**src/rtl/ball_motion.sv**
```systemverilog
// Pong ball engine. It holds the ball position and direction, advances both on
// a prescaled tick, bounces off the walls and the paddles, and flags goals.
module ball_motion #(
  parameter int MAX_X      = 640,
  parameter int MAX_Y      = 480,
  parameter int BALL_SIZE  = 8,
  parameter int BALL_V     = 2,
  parameter int SERVE_WAIT = 60
) (
  input  logic        CLK,
  input  logic        RST_N,
  input  logic [21:0] prescaler,
  input  logic [9:0]  x,
  input  logic [9:0]  y,
  input  logic [9:0]  L_BAR_X_L,
  input  logic [9:0]  L_BAR_X_R,
  input  logic [9:0]  L_BAR_Y_T,
  input  logic [9:0]  L_BAR_Y_B,
  input  logic [9:0]  R_BAR_X_L,
  input  logic [9:0]  R_BAR_X_R,
  input  logic [9:0]  R_BAR_Y_T,
  input  logic [9:0]  R_BAR_Y_B,
  input  logic        serve_button,
  output logic        ball_on,
  output logic [7:0]  ball_rgb,
  output logic [9:0]  ball_x,
  output logic [9:0]  ball_y,
  output logic        score_left,
  output logic        score_right
);

  // Geometry is evaluated in 11 bits so that sums near the screen edge
  // cannot wrap before they are compared.
  localparam logic [9:0]  CENTRE_X   = 10'(MAX_X / 2 - BALL_SIZE / 2);
  localparam logic [9:0]  CENTRE_Y   = 10'(MAX_Y / 2 - BALL_SIZE / 2);
  localparam logic [10:0] STEP       = 11'(BALL_V);
  localparam logic [10:0] SIZE       = 11'(BALL_SIZE);
  localparam logic [10:0] Y_LIMIT    = 11'(MAX_Y - BALL_SIZE);
  localparam logic [10:0] X_LIMIT    = 11'(MAX_X - BALL_SIZE);
  localparam logic [7:0]  SERVE_LAST = 8'(SERVE_WAIT - 1);

  typedef enum logic [1:0] {
    S_SERVE,
    S_PLAY,
    S_SCORED
  } state_t;

  // One vertical step: clamps to the wall and reverses when the step would
  // reach or cross it. Result is {new_dir, new_pos}.
  function automatic logic [10:0] bounce_y(input logic [10:0] pos, input logic dir);
    logic [10:0] sum;
    sum = pos + STEP;
    if (dir) begin
      if (sum >= Y_LIMIT) bounce_y = {1'b0, Y_LIMIT[9:0]};
      else                bounce_y = {1'b1, sum[9:0]};
    end else begin
      if (pos <= STEP)    bounce_y = {1'b1, 10'd0};
      else                bounce_y = {1'b0, 10'(pos - STEP)};
    end
  endfunction

  state_t      state, state_n;
  logic [21:0] tick_cnt;
  logic        tick;
  logic [7:0]  serve_cnt, serve_cnt_n;
  logic        dir_x, dir_x_n;
  logic        dir_y, dir_y_n;
  logic [9:0]  ball_x_n, ball_y_n;
  logic        score_left_n, score_right_n;

  // Candidate PLAY-step results, valid whenever state is PLAY.
  logic [9:0]  play_x, play_y;
  logic        play_dx, play_dy;
  logic        goal_l, goal_r;

  logic [10:0] bx, by, r_edge, y_res;
  logic [10:0] lxr, rxl;
  logic        l_ovl, r_ovl, l_hit, r_hit;

  // The outer paddle edges play no part in collision; only the faces do.
  logic        unused_bounds;
  assign unused_bounds = ^{L_BAR_X_L, R_BAR_X_R};

  assign tick     = (tick_cnt == prescaler);
  assign ball_rgb = 8'b111_111_11;

  assign bx     = {1'b0, ball_x};
  assign by     = {1'b0, ball_y};
  assign r_edge = bx + SIZE - 11'd1;
  assign lxr    = {1'b0, L_BAR_X_R};
  assign rxl    = {1'b0, R_BAR_X_L};

  assign l_ovl = (by + SIZE - 11'd1 >= {1'b0, L_BAR_Y_T}) && (by <= {1'b0, L_BAR_Y_B});
  assign r_ovl = (by + SIZE - 11'd1 >= {1'b0, R_BAR_Y_T}) && (by <= {1'b0, R_BAR_Y_B});

  // Only a ball still in front of the paddle face can hit it, so a missed
  // paddle is never struck from behind.
  assign l_hit = (bx > lxr) && (bx <= lxr + STEP) && l_ovl;
  assign r_hit = (r_edge < rxl) && (r_edge + STEP >= rxl) && r_ovl;

  // Scan pixel inside the ball square, independent of game state.
  assign ball_on = ({1'b0, x} >= bx) && ({1'b0, x} <= bx + SIZE - 11'd1) &&
                   ({1'b0, y} >= by) && ({1'b0, y} <= by + SIZE - 11'd1);

  // Tick prescaler: wraps through 2^22 if prescaler drops below the count.
  always_ff @(posedge CLK or negedge RST_N) begin
    if (!RST_N)    tick_cnt <= '0;
    else if (tick) tick_cnt <= '0;
    else           tick_cnt <= tick_cnt + 22'd1;
  end

  // One PLAY step: both axes from the current registers, paddle before goal.
  always_comb begin
    play_x  = ball_x;
    play_dx = dir_x;
    goal_l  = 1'b0;
    goal_r  = 1'b0;
    y_res   = bounce_y(by, dir_y);
    play_y  = y_res[9:0];
    play_dy = y_res[10];
    if (!dir_x) begin
      if (l_hit) begin
        play_x  = 10'(lxr + 11'd1);
        play_dx = 1'b1;
      end else if (bx <= STEP) begin
        goal_r = 1'b1;
      end else begin
        play_x = 10'(bx - STEP);
      end
    end else begin
      if (r_hit) begin
        play_x  = 10'(rxl - SIZE);
        play_dx = 1'b0;
      end else if (bx + STEP >= X_LIMIT) begin
        goal_l = 1'b1;
      end else begin
        play_x = 10'(bx + STEP);
      end
    end
  end

  // State and ball registers.
  always_ff @(posedge CLK or negedge RST_N) begin
    if (!RST_N) begin
      state       <= S_SERVE;
      ball_x      <= CENTRE_X;
      ball_y      <= CENTRE_Y;
      dir_x       <= 1'b1;
      dir_y       <= 1'b1;
      serve_cnt   <= '0;
      score_left  <= 1'b0;
      score_right <= 1'b0;
    end else begin
      state       <= state_n;
      ball_x      <= ball_x_n;
      ball_y      <= ball_y_n;
      dir_x       <= dir_x_n;
      dir_y       <= dir_y_n;
      serve_cnt   <= serve_cnt_n;
      score_left  <= score_left_n;
      score_right <= score_right_n;
    end
  end

  // Next state: serve hold, tick-gated play, and the single-cycle goal state.
  always_comb begin
    state_n       = state;
    ball_x_n      = ball_x;
    ball_y_n      = ball_y;
    dir_x_n       = dir_x;
    dir_y_n       = dir_y;
    serve_cnt_n   = serve_cnt;
    score_left_n  = 1'b0;
    score_right_n = 1'b0;
    unique case (state)
      S_SERVE: begin
        ball_x_n = CENTRE_X;
        ball_y_n = CENTRE_Y;
        if (tick) begin
          serve_cnt_n = serve_cnt + 8'd1;
          if (!serve_button || serve_cnt == SERVE_LAST) state_n = S_PLAY;
        end
      end
      S_PLAY: begin
        if (tick) begin
          if (goal_l) begin
            state_n      = S_SCORED;
            score_left_n = 1'b1;
          end else if (goal_r) begin
            state_n       = S_SCORED;
            score_right_n = 1'b1;
          end else begin
            ball_x_n = play_x;
            ball_y_n = play_y;
            dir_x_n  = play_dx;
            dir_y_n  = play_dy;
          end
        end
      end
      S_SCORED: begin
        // Directions are kept so the next serve heads toward the conceder.
        state_n     = S_SERVE;
        ball_x_n    = CENTRE_X;
        ball_y_n    = CENTRE_Y;
        serve_cnt_n = '0;
      end
      default: begin
        state_n = S_SERVE;
      end
    endcase
  end

endmodule

```
**config.mk**
```make
export PLATFORM = sky130hd
export DESIGN_NAME = ball_motion
export DESIGN_NICKNAME = d
export VERILOG_FILES = /design/src/rtl/ball_motion.sv
export SDC_FILE = /design/constraint.sdc
export NUM_CORES = 1
export LEC_CHECK = 0
export CAP_MARGIN = 5
export CORE_ASPECT_RATIO = 1.5
export CORE_MARGIN = 2
export CORE_UTILIZATION = 53
export CTS_BUF_LIST = sky130_fd_sc_hd__clkbuf_16
export DETAILED_ROUTE_END_ITERATION = 12
export PLACE_DENSITY = 0.91
export SYNTH_ARGS = -nofsm -noshare
export SYNTH_HDL_FRONTEND = slang
export SYNTH_SLANG_ARGS = --single-unit
```
**constraint.sdc**
```tcl
create_clock -name CLK -period 4.7 [get_ports CLK]
set_input_delay 0.47 -clock CLK [delete_from_list [all_inputs] [get_ports CLK]]
set_output_delay 0.47 -clock CLK [all_outputs]
set_load 0.05 [all_outputs]
```
==> flow_summary.toml, run 1 <==
[drt]
totalWireLength_mm = 21.3
firstDrtPassIters = 5
num_vias = 7563
via_per_inst = 6.23
drc_errors = 0
routedWlPerCell_um = 17.6
ant_nets = 0
drt-initial-drc-count = 498

[clock_network]
cts_setup_buffers = 0
cts.clk_slew.worst_paths_ns = 0.07
cts_tree = "yes"
cts-root-buf = "clkbuf_16"
clockBufferDepth = 2
htree_levels = 2
cts_hold_buf = 0
cts_buffers = 5
clk_latency_ns = 0.29
cts_num_sinks = 55

[die]
die_y_um = 149
io_pins = 156
core_um2 = 13900
std_cell_rows = 53
start_util_pct = 53.7
die_x_um = 101
fp.dieArea_um2 = 15000

[power]
irDropWorstVdd_mv = 0.131
p_leak_uw = 0.00404
cellPowerDensity_nw_per_um2 = 131

[global_route]
grt_overflow = 0
grt_pass1_vias = 7576
grt_first_pass_wirelength_mm = 34.4
antenna_found_initial = 0
track_usage_pct = 28.0
grt_max_degree = 56

[timing]
fmax_ghz = 0.228
hold-worst-slack_ns = 0.320
rsz0062_at_grt = "no"
hold_violations = 0
tightest_slew_ns = 1.05
relSlewSlack_pct = 29.8
tns_ns = 0
slew_violations = 0
fin_crit_sh_pct = 93.4
setup_viol = 0
min_period_ns = 4.39
finClkSkew_ns = 0.00566

[synthesis]
synthFlopType = "dfrtp_1"
synth_area_um2 = 7440
synthDistinctLibCells = 72
postSynthAreaPerCell_um2 = 7.92
synthArstFlopShare_pct = 100
ys_ff_latch = 55
postSynthCellCount = 939
ys.warnings.count = 0
ys_seq_area_share_pct = 18.7
synth-edff-count = 0

[finish]
nFillCells = 1127
antenna_cells = 0
drive_gt1_share_pct = 4.86
area_growth_syn_to_layout_pct = 20.8
final_nets = 1300

[run]
cap_violations = 0

[worst_setup_path]
arrival_ns = 4.55
crit_type = "reg -> reg"
r2r_setup_slack_ns = 0.31
end_kind = "register"
start_kind = "register"
cp_max_fo = 13
cp.required_ns = 4.86

[placed_design]
dpl.hpwl_mm = 16.8
gp_congestion = 0.982
port_buffers = 124

[hold_path]
hp-class = "in -> async"

[status]
status = "finished, final reports clean"
==> final timing paths <==
kind | from | endpoint | cells after the start
max in group asynchronous | RST_N | serve_cnt[2]$_DFFE_PN0P_ | 2
min | RST_N | tick_cnt[13]$_DFF_PN0_ | 2
max | ball_x[2]$_DFFE_PN1P_ | ball_x[6]$_DFFE_PN0P_ | 14
max reg2reg | ball_x[2]$_DFFE_PN1P_ | ball_x[6]$_DFFE_PN0P_ | 14
min in group CLK | serve_cnt[6]$_DFFE_PN0P_ | serve_cnt[6]$_DFFE_PN0P_ | 1
min reg2reg | serve_cnt[6]$_DFFE_PN0P_ | serve_cnt[6]$_DFFE_PN0P_ | 1
==> critical path, stage by stage (launching register included) <==
cell and delay, ns:
dfstp_2 0.70, inv_1 0.16, ha_1 0.20, a21bo_2 0.24
and4_1 0.25, xnor2_2 0.28, ha_1 0.31, a21o_1 0.19
a21o_1 0.17, a211oi_1 0.34, o2111ai_1 0.33, o211a_1 0.35
nor2_2 0.37, buf_4 0.26, a311oi_1 0.10
==> timing repair <==
| action | CTS | global route |
|---|---|---|
| gates resized for setup | 0 | 1 |
| endpoints found under the hold margin | 0 | 0 |
| setup endpoints to repair | 0 | 2 |
==> synthesized netlist by cell type, types with 5 or more instances <==
cell       instances  share of area [%]
a211oi_1          11                1.1
a21o_1            16                1.6
a21oi_1           50                3.4
a311oi_1           6               0.71
a31oi_1           11               0.93
and3_1             9               0.76
and4_1             7               0.82
buf_2             11               0.74
buf_4              9               0.91
clkbuf_1          21                1.1
dfrtp_1           43                 14
dfstp_2           12                4.2
ha_1             127                 21
inv_1             95                4.8
nand2_1           64                3.2
nand2b_1          11               0.93
nand3_1           52                3.5
nand4_1           22                1.9
nor2_1            53                2.7
nor2b_1           13                1.1
nor3_1            26                1.7
nor4_1            10               0.84
o2111ai_1          6               0.71
o211ai_1          25                2.5
o21a_1             6               0.61
o21ai_0           52                3.5
o31ai_1            5               0.50
xnor2_1           62                7.3
xor2_1            31                3.7
==> cell usage in the layout (no fill, tap or decap), drive strengths merged, types with 7 or more instances in the layout <==
master         Yosys  routed
nor3              27      27
nor2b             13      13
nand4             22      22
and3               9       9
xor2              31      31
inv               97      99
nand2             64      64
a211oi            12      12
a21o              16      16
ha               127     127
a21oi             51      51
dfstp             12      12
and4               7       7
clkdlybuf4s50      0     122
nor2              54      54
dfrtp             43      43
nor4              12      12
a31oi             11      11
o211ai            25      25
buf               21      15
nand3             52      52
xnor2             64      64
nand2b            11      11
conb               2       9
o21ai             52      52
==> state kept, by name, summed over array words and instances (netlist names) <==
signal       count
serve_cnt        8
dir_y            1
state            2
ball_x          10
ball_y           9
tick_cnt        22
dir_x            1
score_left       1
score_right      1
==> report_power, final <==
group	switching [µW]	internal, µW
Clock	167	248
Sequential	0.521	474
Combinational	139	144
Total	307	866
==> cell type report <==
cell class,count,area [µm²],area share (%)
Tap cell,165,206,2.30
Inverter,99,372,4.14
Timing Repair Buffer,137,1340,15.0
Multi-Input combinational cell,750,5510,61.3
Clock buffer,5,125,1.39
Clock inverter,3,37.5,0.418
Sequential cell,55,1390,15.5
==> layer usage <==
| layer | wire length (µm) | vias up | global-route usage, % |
|---|---|---|---|
| li1 | - | 3581 | - |
| met2 | 11000 | 371 | 51.6 |
| met4 | 1120 | 0 | 14.9 |
| met1 | 7940 | 3520 | 30.8 |
| met3 | 1260 | 91 | 2.91 |
| met5 | 0 | - | 0 |
==> through the flow <==
stage	setup WS [ns]	cell area, µm²	util [%]	std cells	power (µW)
2_1_floorplan	0.0866	7470	-	946	625
3_3_place_gp	0.446	8810	63.6	1206	754
3_5_place_dp	0.357	8810	63.6	1206	764
4_1_cts	0.356	8980	64.8	1214	1170
5_1_grt	0.0165	8980	64.8	1214	1220
6_report	0.312	8980	64.8	1214	1170
==> cells by family (layout without fill, tap and decap cells) <==
group / after synthesis / count (layout) / share of synthesized area [%]
AO/OA/AOI/OAI: 226 / 226 / 20.3
XOR/XNOR: 95 / 95 / 11.4
adder cells (fa/ha/maj): 127 / 127 / 21.4
buffers and inverters: 141 / 244 / 7.76
flip-flops: 55 / 55 / 18.7
multiplexers: 1 / 1 / 0.151
other: 2 / 9 / 0.101
AND/OR/NAND/NOR: 292 / 292 / 20.3
Power figures use the tool's default switching activity.
==> run 2: changes to the inputs <==
CELL_PAD_IN_SITES_DETAIL_PLACEMENT = 0   (was not set)
CELL_PAD_IN_SITES_GLOBAL_PLACEMENT = 2   (was not set)
CORE_UTILIZATION = 31   (was 53)
CTS_CLUSTER_SIZE = 20   (was not set)
PLACE_DENSITY = 0.93   (was 0.91)
==> flow_summary.toml, run 2 (synthesis results as in run 1) <==
[drt]
firstDrtPassIters = 5
num_vias = 7211
drt-initial-drc-count = 354
ant_nets = 0
drc_errors = 0
totalWireLength_mm = 22.8
via_per_inst = 5.24
routedWlPerCell_um = 16.6

[clock_network]
cts_hold_buf = 0
cts.clk_slew.worst_paths_ns = 0.07
cts_num_sinks = 55
cts_tree = "yes"
cts_setup_buffers = 0
clk_latency_ns = 0.29
postCtsResizedCells = 0
htree_levels = 2
cts_buffers = 5
cts-root-buf = "clkbuf_16"
clockBufferDepth = 2

[finish]
area_growth_syn_to_layout_pct = 23.9
largest_register = "tick_cnt"
reg_top3 = "tick_cnt x22, ball_x x10, ball_y x9"
final_cell_mix = "ha_1, clkdlybuf4s50_1, inv_1"
final_nets = 1309
antenna_cells = 0
drive_gt1_share_pct = 5.77
mostFrequentLayoutCell = "ha_1"
largest_register_ffs = 22

[worst_setup_path]
crit_type = "reg -> out"
path_cells = "inv_1 -> ha_1 -> nor2_1 -> xnor2_1 -> inv_1 -> ha_1 -> a21o_1 -> a21oi_1 -> o21ai_0 -> a21o_1 -> a21o_1 -> a21oi_1 -> nor3_1 -> a2111oi_2 -> buf_12"
start_kind = "register"
arrival_ns = 3.74
crit_path_max_incr_delay_ns = 0.47
slowest_stage = "a2111oi_2"
end_kind = "output port"
cp_max_fo = 8
cp.required_ns = 4.23
crit_path_frequent_cell = "a21o_1"

[global_route]
grtUsageMet2_pct = 32.9
grt_max_degree = 56
busiest_layer = "met2"
track_usage_pct = 18.3
use_met3_pct = 1.99
grt_first_pass_wirelength_mm = 37.7
grtUsageMet1_pct = 22.3
grt_overflow = 0
antenna_found_initial = 0
grt_pass1_vias = 7455

[timing]
slew_violations = 0
relSlewSlack_pct = 49.7
fmax_ghz = 0.238
rsz0062_at_grt = "no"
min_period_ns = 4.21
fin_ws_ns = 0.495
finClkSkew_ns = 0.00908
fin_crit_sh_pct = 89.5
tns_ns = 0
tightest_slew_ns = 0.754
hold_violations = 0
setup_viol = 0

[die]
core_um2 = 23700
fp.dieArea_um2 = 25300
std_cell_rows = 69
start_util_pct = 31.4
die_x_um = 130
io_pins = 156
die_y_um = 194

[placed_design]
gp_congestion = 0.873
dpl.hpwl_mm = 18.1
port_buffers = 124
place_ws_ns = 0.227

[power]
cellPowerDensity_nw_per_um2 = 123
p_leak_uw = 0.00406
irDropWorstVdd_mv = 0.141

[run]
cap_violations = 0

[status]
status = "finished, final reports clean"

[hold_path]
hp-class = "in -> async"
-- run 2: cell count changes in the layout (fill, tap and decap cells not counted), sizes merged --
cell and change:
clkinv +1, inv -1, bufinv -1, buf +9
clkinvlp +1
-- run 2: path summary, 6_finish.rpt --
check	slack [ns]	startpoint	end	cells past startpoint
max in group asynchronous	3.88	RST_N	tick_cnt[15]$_DFF_PN0_	2
min in group CLK	0.50	serve_cnt[6]$_DFFE_PN0P_	serve_cnt[6]$_DFFE_PN0P_	1
setup reg to reg	0.52	ball_x[1]$_DFFE_PN0P_	ball_y[8]$_DFFE_PN0P_	18
setup / recovery	0.49	ball_y[1]$_DFFE_PN0P_	ball_on	15
hold reg to reg	0.50	serve_cnt[6]$_DFFE_PN0P_	serve_cnt[6]$_DFFE_PN0P_	1
hold / removal	0.32	RST_N	ball_y[4]$_DFFE_PN0P_	2
-- run 2: report_power, final --
| part | switching, µW | internal (µW) | leakage (µW) | total, µW |
|---|---|---|---|---|
| logic | 139 | 144 | 0.00329 | 283 |
| clock network | 177 | 195 | 0.0000710 | 372 |
| registers | 0.524 | 474 | 0.000701 | 474 |
| total | 316 | 813 | 0.00406 | 1130 |
-- run 2: stage by stage --
stage / cell area, µm² / hold WS [ns] / instances / power, µW / utilization (%)
floorplan: 7470 / 0.174 / 946 / 625 / -
finish: 9220 / 0.318 / 1377 / 1130 / 39.0
global route: 9220 / 0.389 / 1377 / 1200 / 39.0
detailed placement: 9070 / 0.495 / 1369 / 767 / 38.4
CTS: 9220 / 0.352 / 1377 / 1140 / 39.0
global placement: 9070 / 0.485 / 1369 / 764 / 38.4
-- run 2: area by class of cell --
| cell class | count | area [µm²] |
|---|---|---|
| clock buffer | 5 | 125 |
| clock inverter | 3 | 16.3 |
| timing repair buffer | 146 | 1410 |
| fill | 2464 | 14400 |
| sequential | 55 | 1390 |
| multi-input combinational | 750 | 5500 |
| tap | 319 | 399 |
| inverter | 99 | 372 |
-- run 2: per-layer routing --
metal	routed length, µm	part of all wire (%)	vias up
met1	9560	42	3350
li1	-	-	3608
met2	11500	50	213
met3	1070	4.7	40
met5	0	0	-
met4	735	3.2	0
-- run 2: worst max-delay path, delay by kind of cell (launching register included) --
family          cells  cell delay, ns
compound gates      7            1.34
simple gates        2            0.22
flops               1            0.38
buf+inv             3            0.46
fa+ha+maj           2            0.70
xor+xnor            1            0.34
